$ cat src/rtl/fetcher_icache.sv
// Instruction fetch stage with a direct-mapped instruction cache in front of program memory.
// Hits return in one cycle; misses go through a valid/ready read to the memory controller.
module fetcher_icache #(
  parameter int PROGRAM_MEM_ADDR_BITS = 8,
  parameter int PROGRAM_MEM_DATA_BITS = 16,
  parameter int CACHE_LINES           = 8
) (
  input  logic                             clk,
  input  logic                             reset_n,
  input  logic [2:0]                       core_state,
  input  logic [PROGRAM_MEM_ADDR_BITS-1:0] current_pc,
  input  logic                             flush,
  output logic                             mem_read_valid,
  output logic [PROGRAM_MEM_ADDR_BITS-1:0] mem_read_address,
  input  logic                             mem_read_ready,
  input  logic [PROGRAM_MEM_DATA_BITS-1:0] mem_read_data,
  output logic [2:0]                       fetcher_state,
  output logic [PROGRAM_MEM_DATA_BITS-1:0] instruction,
  output logic [15:0]                      hit_count,
  output logic [15:0]                      miss_count
);

  localparam int A        = PROGRAM_MEM_ADDR_BITS;
  localparam int D        = PROGRAM_MEM_DATA_BITS;
  localparam int IDX_BITS = $clog2(CACHE_LINES);
  localparam int TAG_BITS = A - IDX_BITS;

  localparam logic [2:0] CORE_FETCH  = 3'b001;
  localparam logic [2:0] CORE_DECODE = 3'b010;

  typedef enum logic [2:0] {
    IDLE     = 3'b000,
    FETCHING = 3'b001,
    FETCHED  = 3'b010
  } state_e;

  state_e                 state_q, state_d;
  logic                   memValid_q, memValid_d;
  logic [A-1:0]           memAddr_q, memAddr_d;
  logic [D-1:0]           instr_q, instr_d;
  logic [15:0]            hitCount_q, hitCount_d;
  logic [15:0]            missCount_q, missCount_d;
  logic                   flushPend_q, flushPend_d;
  logic [CACHE_LINES-1:0] lineValid_q, lineValid_d;
  logic [TAG_BITS-1:0]    lineTag_q  [CACHE_LINES];
  logic [D-1:0]           lineData_q [CACHE_LINES];

  logic [IDX_BITS-1:0] lookupIdx, fillIdx;
  logic [TAG_BITS-1:0] lookupTag, fillTag;
  logic                lookupHit;
  logic                fillEn;

  function automatic logic [15:0] satInc(input logic [15:0] v);
    return (v == 16'hFFFF) ? v : v + 16'd1;
  endfunction

  assign lookupIdx = current_pc[IDX_BITS-1:0];
  assign lookupTag = current_pc[A-1:IDX_BITS];
  assign fillIdx   = memAddr_q[IDX_BITS-1:0];
  assign fillTag   = memAddr_q[A-1:IDX_BITS];
  assign lookupHit = lineValid_q[lookupIdx] && (lineTag_q[lookupIdx] == lookupTag);

  always_comb begin
    state_d     = state_q;
    memValid_d  = memValid_q;
    memAddr_d   = memAddr_q;
    instr_d     = instr_q;
    hitCount_d  = hitCount_q;
    missCount_d = missCount_q;
    flushPend_d = 1'b0;
    lineValid_d = flush ? '0 : lineValid_q;
    fillEn      = 1'b0;
    case (state_q)
      IDLE: begin
        if (core_state == CORE_FETCH) begin
          if (lookupHit) begin
            instr_d    = lineData_q[lookupIdx];
            hitCount_d = satInc(hitCount_q);
            state_d    = FETCHED;
          end else begin
            memValid_d  = 1'b1;
            memAddr_d   = current_pc;
            missCount_d = satInc(missCount_q);
            state_d     = FETCHING;
          end
        end
      end
      FETCHING: begin
        flushPend_d = flushPend_q || flush;
        if (mem_read_ready) begin
          instr_d     = mem_read_data;
          memValid_d  = 1'b0;
          state_d     = FETCHED;
          flushPend_d = 1'b0;
          fillEn      = 1'b1;
          // A flush seen at any point of the miss leaves the filled line invalid.
          if (!(flushPend_q || flush)) begin
            lineValid_d[fillIdx] = 1'b1;
          end
        end
      end
      FETCHED: begin
        if (core_state == CORE_DECODE) begin
          state_d = IDLE;
        end
      end
      default: state_d = IDLE;
    endcase
  end

  always_ff @(posedge clk or negedge reset_n) begin
    if (!reset_n) begin
      state_q     <= IDLE;
      memValid_q  <= 1'b0;
      memAddr_q   <= '0;
      instr_q     <= '0;
      hitCount_q  <= '0;
      missCount_q <= '0;
      flushPend_q <= 1'b0;
      lineValid_q <= '0;
    end else begin
      state_q     <= state_d;
      memValid_q  <= memValid_d;
      memAddr_q   <= memAddr_d;
      instr_q     <= instr_d;
      hitCount_q  <= hitCount_d;
      missCount_q <= missCount_d;
      flushPend_q <= flushPend_d;
      lineValid_q <= lineValid_d;
    end
  end

  always_ff @(posedge clk) begin
    if (fillEn) begin
      lineTag_q[fillIdx]  <= fillTag;
      lineData_q[fillIdx] <= mem_read_data;
    end
  end

  assign mem_read_valid   = memValid_q;
  assign mem_read_address = memAddr_q;
  assign fetcher_state    = state_q;
  assign instruction      = instr_q;
  assign hit_count        = hitCount_q;
  assign miss_count       = missCount_q;

endmodule
$ cat config.mk
export PLATFORM = sky130hd
export DESIGN_NAME = fetcher_icache
export DESIGN_NICKNAME = d
export VERILOG_FILES = /design/src/rtl/fetcher_icache.sv
export SDC_FILE = /design/constraint.sdc
export NUM_CORES = 1
export LEC_CHECK = 0
export BUFFER_PORTS_ARGS = -buffer_cell sky130_fd_sc_hd__buf_4
export CORE_UTILIZATION = 42
export CTS_CLUSTER_DIAMETER = 80
export CTS_CLUSTER_SIZE = 10
export DETAILED_ROUTE_END_ITERATION = 6
export PLACE_DENSITY = 0.66
export SYNTH_ARGS = -nofsm -noshare
export SYNTH_HDL_FRONTEND = slang
export SYNTH_SLANG_ARGS = --single-unit
$ cat constraint.sdc
create_clock -name clk -period 3.3 [get_ports clk]
set_input_delay 0.66 -clock clk [delete_from_list [all_inputs] [get_ports clk]]
set_output_delay 0.66 -clock clk [all_outputs]
set_load 0.1 [all_outputs]
==> results.toml <==
[detailed_routing]
drtPass1Iterations = 4
wl_per_cell_um = 20.7
vias = 5234
dr.first_iter.drc_count = 270
drc = 0
drtAntennaViolNets = 0
vias_per_cell = 5.42
wirelength_um = 20000

[clock_network]
cts_buffers = 27
cts_setup_buffers = 0
root_buffer = "clkbuf_16"
postCtsHoldBufs = 0
cts_tree = "yes"
post_cts_resized = 0
cts_sinks = 236
clockBufferDepth = 3
htree_levels = 1
cts.clk_slew.worst_paths_ps = 60
clock_latency_ps = 540

[global_route]
grt_start_max_net_pins = 69
gr-usage-all-layers = 0.173
grt_pass1_wl_um = 30900
antenna_found_initial = 0
grt_pass1_vias = 5341
grt_overflow = 0

[setup_path]
arrival_ps = 2980
startpoint_type = "input pin"
end_kind = "register"
path_max_fanout = 19
path_class = "in -> reg"
required_ps = 3710

[cells_and_area]
mostFrequentLayoutCells = "168 x edfxtp_1, 109 x buf_4, 68 x dfrtp_1"
multi_input_area_sq_um = 2710
fill_cells = 1880
drive_gt1_frac = 0.326
nets = 695
seqCellArea_sq_um = 6750
antenna_cells = 0
area_growth_pct = 19.3
final_area_sq_um = 11500
final_common_cell = "edfxtp_1"
stdcell_count = 966

[power_and_ir_drop]
peakVddDrop_mv = 0.923
p_switching_mw = 3.27
p_leak_nw = 4.31
power_frac_seq = 0.425
internal-power_mw = 5.71
power_switching_share = 0.364
clockPowerShare = 0.302
power_density_nw_per_um2 = 782
comb_power_share = 0.273
fin_total_pwr_mw = 8.98

[place]
dpl-instance-area_sq_um = 10700
placed_cells = 918
port_buffers = 89
place_congestion = 0.832
place.detailed.hpwl_um = 12000

[sta]
fin_crit_sh = 0.778
setup_tns_ps = 0
setup_violations = 0
layout_min_cycle_time_ps = 2570
fmax_mhz = 389
relSlewSlack = 0.373
finalMaxSlewViolations = 0
fin_worst_skew_ps = 12.2
grt_setup_unrepaired = "no"
tightest_slew_ps = 941
hold_violations = 0

[die]
row_count = 55
ios = 91
die_h_um = 153
start_util = 0.427
core_sq_um = 22600
chipWidth_um = 153
die-area_sq_um = 23500

[yosys]
synth_cell_types = 42
ys_ff_latch = 236
synth_cells = 548
ys_warn_count = 0
yosysSeqAreaShare = 0.700
synth.area.top_cells = "edfxtp_1 52%, dfrtp_1 18%, mux4_2 9.1%, mux2i_1 3.7%, mux2_2 1.9%"
syn_area_sq_um = 9630
synth_edf_count = 168
avgSynthCellArea_sq_um = 17.6
yosysTopAreaCell = "edfxtp_1"
ys.flop_type = "edfxtp_1"
async_flop_share = 0.288
yosys.area.top_type_share = 0.524
syn-num-nets = 581

[job]
max_cap_viol_count = 0

[run_status]
status = "completed"

[min_path]
hp-class = "in -> async"
## worst max-delay path, cell delays in order
cell,delay (ps)
buf_4,280
mux2i_1,140
mux4_2,500
xor2_2,200
nand4_4,160
or2_4,290
o21ai_4,150
buf_12,210
mux2_2,360
## metrics by stage
stage | worst slack [ps] | utilization | hold WS [ps]
6_report | 732 | 0.509 | 264
5_1_grt | 671 | 0.509 | 308
4_1_cts | 735 | 0.509 | 287
3_5_place_dp | 191 | 0.474 | 491
3_3_place_gp | 271 | 0.474 | 477
2_1_floorplan | -236 | - | 364
## registers in the layout, indices dropped and copies added (netlist names)
name,count
lineValid_q,8
mem_read_address,8
fetcher_state,2
lineData_q,128
instruction,16
hit_count,16
flushPend_q,1
miss_count,16
lineTag_q,40
mem_read_valid,1
## logic make-up after synthesis
| group | count (synthesis) | share of synthesized area |
|---|---|---|
| buffers and inverters | 37 | 0.0234 |
| other | 1 | 0.000389 |
| DFF | 236 | 0.700 |
| and+or+nand+nor | 104 | 0.0552 |
| xor gates and xnor gates | 35 | 0.0342 |
| AOI/OAI and AO/OA | 32 | 0.0210 |
| muxes | 101 | 0.163 |
| adders and majority gates | 2 | 0.00260 |
## synthesized netlist by cell type, types with 2 or more instances
cell type  count
xnor2_1       16
clkbuf_1      10
nand2b_1       4
nor2_1        16
nor3_1        14
nand3_1        9
buf_4          2
o32ai_1        2
nand4_1       12
edfxtp_1     168
o22ai_1        6
buf_6          3
mux4_2        39
xor2_2         3
and3_1         6
buf_2          6
inv_1         12
nor4_1         2
buf_12         3
o21ai_0       18
dfrtp_1       68
mux2_4        10
xor2_1        16
ha_1           2
mux2_2        16
mux2i_1       36
nand2_1       34
## cell type report
type | instances | area share
Clock buffer | 46 | 0.0650
Clock inverter | 2 | 0.00436
Inverter | 12 | 0.00392
Multi-Input combinational cell | 275 | 0.236
Sequential cell | 236 | 0.587
Tap cell | 285 | 0.0310
Timing Repair Buffer | 110 | 0.0730
## final timing paths
| check | from | endpoint | slack (ps) | depth (start not counted) |
|---|---|---|---|---|
| worst max-delay path | current_pc[0] | instruction[7] | 730 | 9 |
| worst min-delay path | reset_n | miss_count[9] | 260 | 1 |
| worst max register to register | lineTag_q[0][4] | instruction[7] | 850 | 8 |
| worst min register to register | hit_count[14] | hit_count[14] | 500 | 1 |
| max in group asynchronous | reset_n | hit_count[10] | 2420 | 1 |
| min in group clk | mem_read_ready | flushPend_q | 310 | 2 |
## routing by layer
layer  share of wire  vias to the layer above  track usage
li1                -                     2330            -
met1            0.44                     2743        0.232
met2            0.49                      127        0.291
met3           0.044                       34       0.0326
met4           0.024                        0       0.0481
met5               0                        -            0
## power groups by stage
stage / Combinational (mW) / Sequential (mW) / Clock [mW]
after floorplan: 0.533 / 5.16 / 0
after global placement: 2.44 / 3.85 / 0
after detailed placement: 2.47 / 3.87 / 0
after CTS: 2.47 / 3.82 / 2.78
after global routing: 2.53 / 3.85 / 2.89
final: 2.45 / 3.82 / 2.71
Note: power is estimated with default switching activity, not from simulation.
